File: src/rtl/unary_stream_pkg.sv
// ----------------------------------------------------------------------------
// unary_stream_pkg
// Shared types and helpers for the unary stream generator.
//   usg_state_t     : FSM encoding (IDLE waits for an operand, RUN emits bits)
//   usg_stream_len  : number of bits in one stream, 2^lenlog
//   usg_last_cnt    : counter value that marks the final bit of a stream
// ----------------------------------------------------------------------------
package unary_stream_pkg;

   typedef enum logic {
      IDLE = 1'b0,
      RUN  = 1'b1
   } usg_state_t;

   localparam int unsigned USG_DEF_INWD   = 32'd4;
   localparam int unsigned USG_DEF_LENLOG = 32'd4;

   function automatic int unsigned usg_stream_len(input int unsigned lenlog);
      return 32'd1 << lenlog;
   endfunction

   function automatic int unsigned usg_last_cnt(input int unsigned lenlog);
      return usg_stream_len(lenlog) - 32'd1;
   endfunction

endpackage

File: src/rtl/unary_stream_gen.sv
// ----------------------------------------------------------------------------
// unary_stream_gen
// Converts a binary operand into a unary bitstream of 2^LENLOG bits, where
// each bit is (rng_val < operand). The attached RNG is stepped only when a
// bit is consumed, so a full-length stream walks exactly one RNG period.
//
// Ports:
//   clk, rst_n           clock, asynchronous active-low reset
//   in_valid/in_ready    operand handshake (in_ready high only in IDLE)
//   in_data  [INWD]      operand
//   rng_en               step request to the RNG (one per transferred bit)
//   rng_val  [INWD]      current RNG value
//   out_valid/out_ready  bit handshake
//   bit_out              unary stream bit
//   last                 final bit of the stream
//
// Build option: UNARY_STREAM_GEN_BIPOLAR_EN -- treat in_data as two's
// complement and flip its MSB on latch (offset binary), giving a bipolar
// stream. Without it the operand is unsigned (unipolar stream).
// ----------------------------------------------------------------------------
module unary_stream_gen
   import unary_stream_pkg::*;
#(
   parameter int unsigned INWD   = USG_DEF_INWD,
   parameter int unsigned LENLOG = USG_DEF_LENLOG
) (
   input  logic            clk,
   input  logic            rst_n,
   input  logic            in_valid,
   output logic            in_ready,
   input  logic [INWD-1:0] in_data,
   output logic            rng_en,
   input  logic [INWD-1:0] rng_val,
   output logic            out_valid,
   input  logic            out_ready,
   output logic            bit_out,
   output logic            last
);

   localparam int unsigned     LAST_CNT_I = usg_last_cnt(LENLOG);
   localparam logic [LENLOG-1:0] LAST_CNT = LAST_CNT_I[LENLOG-1:0];
   localparam logic [LENLOG-1:0] CNT_ONE  = LENLOG'(1);

`ifdef UNARY_STREAM_GEN_BIPOLAR_EN
   // Flipping the sign bit maps two's complement onto offset binary.
   localparam logic [INWD-1:0] MSB_FLIP = {1'b1, {(INWD-1){1'b0}}};
`else
   localparam logic [INWD-1:0] MSB_FLIP = {INWD{1'b0}};
`endif

   usg_state_t        state_r;
   usg_state_t        next_state_s;
   logic [INWD-1:0]   opnd_r;
   logic [LENLOG-1:0] cnt_r;
   logic              load_s;
   logic              xfer_s;
   logic              last_s;

   // State, operand and bit-counter registers.
   always_ff @(posedge clk or negedge rst_n) begin
      if (!rst_n) begin
         state_r <= IDLE;
         opnd_r  <= {INWD{1'b0}};
         cnt_r   <= {LENLOG{1'b0}};
      end else begin
         state_r <= next_state_s;
         if (load_s) begin
            opnd_r <= in_data ^ MSB_FLIP;
            cnt_r  <= {LENLOG{1'b0}};
         end else if (xfer_s) begin
            // The counter only wraps through the final transfer.
            cnt_r <= last_s ? {LENLOG{1'b0}} : (cnt_r + CNT_ONE);
         end else begin
            cnt_r <= cnt_r;
         end
      end
   end

   // Next-state logic and handshake/stream outputs.
   always_comb begin
      next_state_s = state_r;
      in_ready     = 1'b0;
      out_valid    = 1'b0;
      rng_en       = 1'b0;
      load_s       = 1'b0;
      xfer_s       = 1'b0;
      last_s       = 1'b0;
      bit_out      = 1'b0;
      case (state_r)
         IDLE: begin
            in_ready = 1'b1;
            if (in_valid) begin
               load_s       = 1'b1;
               next_state_s = RUN;
            end else begin
               next_state_s = IDLE;
            end
         end
         RUN: begin
            out_valid = 1'b1;
            bit_out   = (rng_val < opnd_r);
            last_s    = (cnt_r == LAST_CNT);
            // RNG steps exactly when a bit is consumed; held during stalls.
            rng_en    = out_ready;
            if (out_ready) begin
               xfer_s = 1'b1;
               if (last_s) begin
                  next_state_s = IDLE;
               end else begin
                  next_state_s = RUN;
               end
            end else begin
               next_state_s = RUN;
            end
         end
         default: begin
            next_state_s = IDLE;
         end
      endcase
      last = last_s;
   end

endmodule

File: config.mk
export PLATFORM = sky130hd
export DESIGN_NAME = unary_stream_gen
export DESIGN_NICKNAME = d
export VERILOG_FILES = /design/src/rtl/unary_stream_pkg.sv /design/src/rtl/unary_stream_gen.sv
export SDC_FILE = /design/constraint.sdc
export NUM_CORES = 1
export LEC_CHECK = 0
export BUFFER_PORTS_ARGS = -buffer_cell sky130_fd_sc_hd__buf_2
export CORE_AREA = 2 2 39 41
export DETAILED_ROUTE_END_ITERATION = 7
export DIE_AREA = 0 0 41 43
export MAX_ROUTING_LAYER = met4
export PLACE_DENSITY = 0.67
export SLEW_MARGIN = 20
export SYNTH_ARGS = -nofsm -noshare
export SYNTH_HDL_FRONTEND = slang
export SYNTH_SLANG_ARGS = --single-unit
File: constraint.sdc
create_clock -name clk -period 3.4 [get_ports clk]
set_input_delay 0.68 -clock clk [delete_from_list [all_inputs] [get_ports clk]]
set_output_delay 0.68 -clock clk [all_outputs]
set_load 0.005 [all_outputs]
* Word level (Yosys, flattened, before mapping)
Index checks and enable logic that the tools add are counted.
** Cells by class
- Add/subtract/negate cells :: 1
- Multiply operators :: 0
- Div/mod/pow operators :: 0
- Order comparisons :: 1
- Eq/ne operators :: 1
- Shift operators :: 0
- Muxes and demuxes :: 15
- Bitwise logic cells :: 1
- Reductions and logical operators :: 1
** Operator list (number)
- two-way mux 4 bit :: 3
- two-way mux 1 bit :: 11
- adder 4 x 1 -> 4 bit (second input constant) :: 1
- == test 4 bit (second input constant) :: 1
- less-than comparator 4 bit :: 1
- case mux 1 bit (2 select lines) :: 1
- nonzero test 2 bit :: 1
- NOT 1 bit :: 1
** Storage, ports and cells
- Bits in registers :: 9
- Bits in latches :: 0
- Bits in writable memories :: 0
- ROM bits :: 0
- Bits of input ports :: 12
- Output and inout bits :: 5
- Logic and storage cells :: 23
- Memories :: 0

* Depth between registers and ports, before layout
Gate-level depths: netlist of run 1.
- Word-level depth :: 5
- Mapped depth :: 4
- Depth with buffers taken out :: 4

* Least setup slack after synthesis of run 1
Ideal clock, no wire load.
- Path type :: input -> output
- From :: in rng_val[3]
- To :: out bit_out
- Arrival :: 1.409 ns
- Required time :: 2.720 ns
- Path slack :: 1.311 ns
- Stages on the path :: 3
- Buffers on the path :: 0
- Path through :: ha_1 > a211o_1 > a31oi_1
** On the way
- Longest elaborated chain between the ends :: 2
** RTL lines
- from (decl) :: RTL line unary_stream_gen.sv:33 : input logic [INWD-1:0] rng_val,
- less-than comparator 4 bit :: RTL line unary_stream_gen.sv:101 : bit_out = (rng_val < opnd_r);
- two-way mux 1 bit :: RTL line unary_stream_gen.sv:89 : case (state_r)
- to (decl) :: RTL line unary_stream_gen.sv:36 : output logic bit_out,
Every way passes these cells.

* Final worst setup path of run 1
Same ends and word-level chain as after synthesis.

==> flow_summary.yaml, run 1 <==
status:
  outcome: "finished, final reports clean"
cts:
  htree_levels: 1
  cts_inserted_buffers: 3
  cts_resized: 0
  cts_setup_buffers: 0
  path_clk_slew_ns: 0.07
  cts_tree: "built"
  clkSinkCount: 9
  cts_root_buf: "clkbuf_4"
  cts_hold_buf: 0
  clk_path_buf_depth: 2
  clk_latency_ns: 0.26
critical_path:
  r2r-start: "state_r$_DFF_PN0_"
  regToRegSetupSlack_ns: 2.10
  end_kind: "primary output"
  critPathRequiredTime_ns: 2.72
  reg2reg_depth: 3
  regToRegEndpoint: "cnt_r[3]$_DFFE_PN0P_"
  path_class: "in -> out"
  cp-start-kind: "primary input"
  critPathArrivalTime_ns: 1.62
  path_max_fanout: 2
logic_synthesis:
  seq_area_frac_synth_pct: 45.6
  synth_area_per_cell_um2: 10.3
  syn_inst: 48
  synth.most_common_cell: "dfrtp_1"
  netlist_top_cells_count: "dfrtp_1 (9), ha_1 (4), inv_1 (4), nand2_1 (4)"
  synth_area_leaders: "dfrtp_1 (46%), ha_1 (10%), a21o_1 (4.6%)"
  synthDistinctLibCells: 24
  synth_top_cell_area_share_pct: 45.6
  synth_largest_area_cell: "dfrtp_1"
  synth-async-reset-ratio_pct: 100
  syn_nets: 64
  synth-seq-cells: 9
  synth_area_um2: 494
  yosysWarnings: 0
  synth_top_flop_cell: "dfrtp_1"
  synth-edff-count: 0
global_routing:
  antenna_found_initial: 0
  top_usage_layer: "met2"
  grt_pass1_vias: 427
  met3_usage_pct: 3.14
  grt_use_met2_pct: 22.2
  use_met1_pct: 16.4
  grt_max_degree: 11
  grt_pass1_wl_um: 1680
  grt_usage_pct: 14.7
  grt_overflow: 0
cells_and_area:
  diodes: 0
  layout-drive-gt1-share_pct: 37.3
  areaGrowthSynthToFinish_pct: 23.3
  nets: 84
  final_cells: 83
sta:
  fmax_ghz: 0.435
  clock_skew_ns: 0.00753
  setup_violations: 0
  worst_pin_slew_ns: 0.378
  rsz0062_at_grt: "false"
  relSlewSlack_pct: 74.7
  tns_ns: 0
  finalMaxSlewViolations: 0
  finalHoldViolations: 0
  fin_crit_sh_pct: 67.6
  fin_crit_ns: 2.30
pwr:
  vdd_drop_max_mv: 0.234
  p_per_area_mw_per_mm2: 811
  p_leak_uw: 0.000322
detailed_routing:
  via_count: 418
  drt_first_iter_violations: 11
  drc: 0
  wl_um: 985
  firstDrtPassIters: 4
  post_drt_wl_per_cell_um: 11.9
  postRouteAntennaNets: 0
  viasPerCell: 5.04
floorplanning:
  core-area_mm2: 0.00138
  fp.dieW_um: 41
  placementRows: 14
  dieArea_mm2: 0.00176
  die_h_um: 43
  start_util_pct: 35.7
  pin_count: 17
worst_hold_path:
  hold_class: "in -> async"
placed_design:
  gp_congestion: 0.755
  dp_cells: 79
  dp_hpwl_um: 742
  port_buffers: 16
flow_run:
  cap_violations: 0
## sequential cells by signal (all words and copies together), names as in the netlist
register  cells
opnd_r        4
cnt_r         4
state_r       1
## layout by cell type (no fill, tap or decap), types with 2 or more instances in the layout
master / Yosys / routed
nand2_1: 4 / 4
a21o_1: 3 / 3
nand3_1: 2 / 2
dfrtp_1: 9 / 9
ha_1: 4 / 4
o21ai_0: 3 / 3
inv_1: 4 / 4
clkbuf_4: 0 / 3
nor2_1: 2 / 2
buf_2: 0 / 16
a211o_1: 2 / 2
## worst max-delay path by stage
stage / startpoint / to / slack, ns
floorplan: rng_val[3] / bit_out / 1.31
global placement: rng_val[3] / bit_out / 1.12
detailed placement: rng_val[3] / bit_out / 1.09
CTS: rng_val[3] / bit_out / 1.09
global route: rng_val[3] / bit_out / 1.06
finish: rng_val[3] / bit_out / 1.10
## per-layer routing
| layer | wire (um) | vias to the layer above |
|---|---|---|
| li1 | - | 206 |
| met1 | 407 | 196 |
| met2 | 513 | 14 |
| met3 | 48 | 2 |
| met4 | 14 | 0 |
| met5 | 0 | - |
## cell type report
type | instances | area (um^2)
Inverter | 5 | 18.8
Clock buffer | 4 | 26.3
Timing Repair Buffer | 16 | 80.1
Multi-Input combinational cell | 33 | 239
Tap cell | 16 | 20.0
Sequential cell | 9 | 225
Fill cell | 137 | 774
## logic make-up after synthesis
logic type / Yosys count / synth area share [%]
simple gates: 16 / 18.2
compound gates: 11 / 16.0
flops: 9 / 45.6
buf+inv: 6 / 6.07
fa+ha+maj: 4 / 10.1
xor+xnor: 1 / 1.77
mux: 1 / 2.28
## stage by stage
stage               cell area [um^2]  power (uW)  hold WS, ns  worst slack [ns]  utilization [%]
floorplan                        494         348        0.384              1.31                -
global placement                 583         402        0.500              1.12             42.1
detailed placement               583         409        0.506              1.09             42.1
CTS                              609         499        0.259              1.09             44.0
global route                     609         546        0.260              1.06             44.0
finish                           609         494        0.253              1.10             44.0
## power by group
group | internal, uW | total [uW] | switching (uW)
Combinational | 101 | 199 | 98.2
Sequential | 160 | 209 | 49.5
Clock | 45.3 | 85.8 | 40.4
Total | 306 | 494 | 188
## worst max-delay path, cell delays in order
cell,delay [ns]
buf_2,0.10
ha_1,0.30
a211o_1,0.29
a31oi_1,0.12
buf_2,0.13
Power figures use the tool's default switching activity.
==> run 2: changes to the inputs <==
--- a/config.mk
+++ b/config.mk
@@ -5,12 +5,13 @@
 export SDC_FILE = /design/constraint.sdc
 export NUM_CORES = 1
 export LEC_CHECK = 0
+export ABC_AREA = 1
 export BUFFER_PORTS_ARGS = -buffer_cell sky130_fd_sc_hd__buf_2
 export CORE_AREA = 2 2 39 41
 export DETAILED_ROUTE_END_ITERATION = 7
 export DIE_AREA = 0 0 41 43
 export MAX_ROUTING_LAYER = met4
-export PLACE_DENSITY = 0.67
+export PLACE_DENSITY = 0.71
 export SLEW_MARGIN = 20
 export SYNTH_ARGS = -nofsm -noshare
 export SYNTH_HDL_FRONTEND = slang
==> constraint.sdc (replaced) <==
create_clock -name clk -period 1.95 [get_ports clk]
set_input_delay 0.39 -clock clk [delete_from_list [all_inputs] [get_ports clk]]
set_output_delay 0.39 -clock clk [all_outputs]
set_load 0.005 [all_outputs]
==> flow_summary.yaml, run 2 <==
sta:
  clock_skew_ns: 0.00214
  fmax_ghz: 0.589
  finalMaxSlewViolations: 0
  relSlewSlack_pct: 85.1
  rsz0062_at_grt: "false"
  tns_ns: 0
  fin_crit_ns: 1.70
  fin_crit_sh_pct: 87.1
  setup_violations: 0
  worst_pin_slew_ns: 0.223
  timing.hold.ws_ns: 0.331
  finalHoldViolations: 0
cts:
  cts_resized: 0
  htree_levels: 1
  cts_hold_buf: 1
  clk_path_buf_depth: 2
  cts_tree: "built"
  cts_inserted_buffers: 3
  cts_root_buf: "clkbuf_4"
  clkSinkCount: 9
  path_clk_slew_ns: 0.06
  cts_setup_buffers: 0
  clk_latency_ns: 0.26
placed_design:
  gp_congestion: 0.703
  dp_cells: 98
  placed_cell_area_um2: 611
  port_buffers: 16
  dp_hpwl_um: 738
logic_synthesis:
  synth_top_flop_cell: "dfrtp_1"
  synthDistinctLibCells: 15
  synth_largest_area_cell: "dfrtp_1"
  synth-seq-cells: 9
  synth_area_per_cell_um2: 7.73
  yosysWarnings: 0
  synth_area_um2: 510
  seq_area_frac_synth_pct: 44.1
  synth_top_cell_area_share_pct: 44.1
  synth_area_leaders: "dfrtp_1 (44%), nand2_1 (15%), ha_1 (9.8%)"
  synth.most_common_cell: "nand2_1"
  netlist_top_cells_count: "nand2_1 (20), inv_1 (12), dfrtp_1 (9), nor2_1 (5), ha_1 (4)"
  synth-async-reset-ratio_pct: 100
  syn_inst: 66
  synth-edff-count: 0
  syn_nets: 82
detailed_routing:
  postRouteAntennaNets: 0
  via_count: 460
  drc: 0
  viasPerCell: 4.47
  drt_first_iter_violations: 3
  post_drt_wl_per_cell_um: 8.74
  firstDrtPassIters: 4
  wl_um: 900
cells_and_area:
  nets: 104
  fin_util_pct: 46.8
  layout-drive-gt1-share_pct: 29.9
  nFillCells: 148
  final_cell_mix: "nand2_1 (20), buf_2 (16), inv_1 (12), dfrtp_1 (9), nor2_1 (5)"
  largestRegisters: "cnt_r x4, opnd_r x4, state_r x1"
  final_common_cell: "nand2_1"
  diodes: 0
  areaGrowthSynthToFinish_pct: 27.0
  final_area_um2: 648
  final_cells: 103
critical_path:
  max_stage_delay_ns: 0.36
  end_kind: "primary output"
  slowest_stage: "dfrtp_1"
  cp-start-kind: "register"
  reg2reg_depth: 4
  worst-path-stages: 6
  critPathRequiredTime_ns: 1.56
  path_class: "reg -> out"
  path_max_fanout: 2
  crit_chain: "inv_1 -> ha_1 -> a21oi_1 -> nand2_1 -> nor2_1 -> buf_2"
  critical_path.top_delay_family: "flip-flops"
  path_buf_inv: 2
  critPathArrivalTime_ns: 1.31
pwr:
  p_leak_uw: 0.000374
  p_per_area_mw_per_mm2: 1190
  vdd_drop_max_mv: 0.346
floorplanning:
  core-area_mm2: 0.00138
  pin_count: 17
  dieArea_mm2: 0.00176
  fp.dieW_um: 41
  start_util_pct: 36.9
  die_h_um: 43
  placementRows: 14
global_routing:
  grt_pass1_vias: 382
  grt_usage_pct: 13.0
  grt_max_degree: 10
  grt_pass1_wl_um: 1480
  grt_overflow: 0
  antenna_found_initial: 0
status:
  outcome: "finished, final reports clean"
flow_run:
  cap_violations: 0
worst_hold_path:
  min_path_cells: 3
  hold_class: "in -> reg"
[run 2: changes by cell type in the layout (fill, tap and decap cells not counted), moves of 2 or more]
cell     previous run  this run
a211o_1             2         0
a21o_1              3         0
a21oi_1             0         2
inv_1               4        12
nand2_1             4        20
nor2_1              2         5
o21ai_2             0         2
[run 2: worst paths after layout]
kind	from	endpoint	slack [ns]
setup / recovery	opnd_r[3]$_DFFE_PN0N_	bit_out	0.25
hold / removal	in_data[0]	opnd_r[0]$_DFFE_PN0N_	0.33
setup reg to reg	cnt_r[0]$_DFFE_PN0P_	cnt_r[3]$_DFFE_PN0P_	0.87
hold reg to reg	opnd_r[0]$_DFFE_PN0N_	opnd_r[0]$_DFFE_PN0N_	0.48
max in group asynchronous	rst_n	cnt_r[0]$_DFFE_PN0P_	1.26
min in group asynchronous	rst_n	opnd_r[2]$_DFFE_PN0N_	0.51
[run 2: worst reg2reg max path: stages, from the launching register on]
cell	delay, ns
dfrtp_1	0.43
ha_1	0.23
nand3_1	0.14
nand2_2	0.09
o21ai_2	0.13
[run 2: layout make-up]
type / count / area [um^2] / share of cell area [%]
multi-input cells: 44 / 236 / 36.5
clock inverters: 1 / 5.00 / 0.772
well taps: 16 / 20.0 / 3.09
flip-flops and latches: 9 / 225 / 34.7
clock buffers: 3 / 22.5 / 3.47
repair buffers: 17 / 90.1 / 13.9
inverters: 13 / 48.8 / 7.53
[run 2: metrics by stage]
stage / power [uW] / setup WS [ns]
floorplan: 545 / 0.593
global placement: 621 / 0.385
detailed placement: 637 / 0.372
CTS: 782 / 0.233
global route: 869 / 0.100
finish: 770 / 0.251
[run 2: metal layers]
metal,up-vias,GRT usage [%],share of wire (%)
li1,246,-,-
met1,202,15.1,44
met2,10,19.1,51
met3,2,3.14,3.9
met4,0,8.00,1.3
met5,-,-,0
[run 2: kinds of logic (layout without fill, tap and decap cells)]
family                   after synthesis  after routing  share of synthesized area [%]
AND/OR/NAND/NOR                       32             32                           27.2
adder cells (fa/ha/maj)                4              4                           9.80
flip-flops                             9              9                           44.1
AO/OA/AOI/OAI                          8              8                           9.31
buffers and inverters                 13             34                           9.56
[run 2: where the power goes]
part	internal, uW	leakage (uW)	total (uW)	switching (uW)
clock	75.6	0.0000177	141	65.7
sequential	270	0.000104	330	59.5
combinational	134	0.000252	299	165
total	480	0.000374	770	290
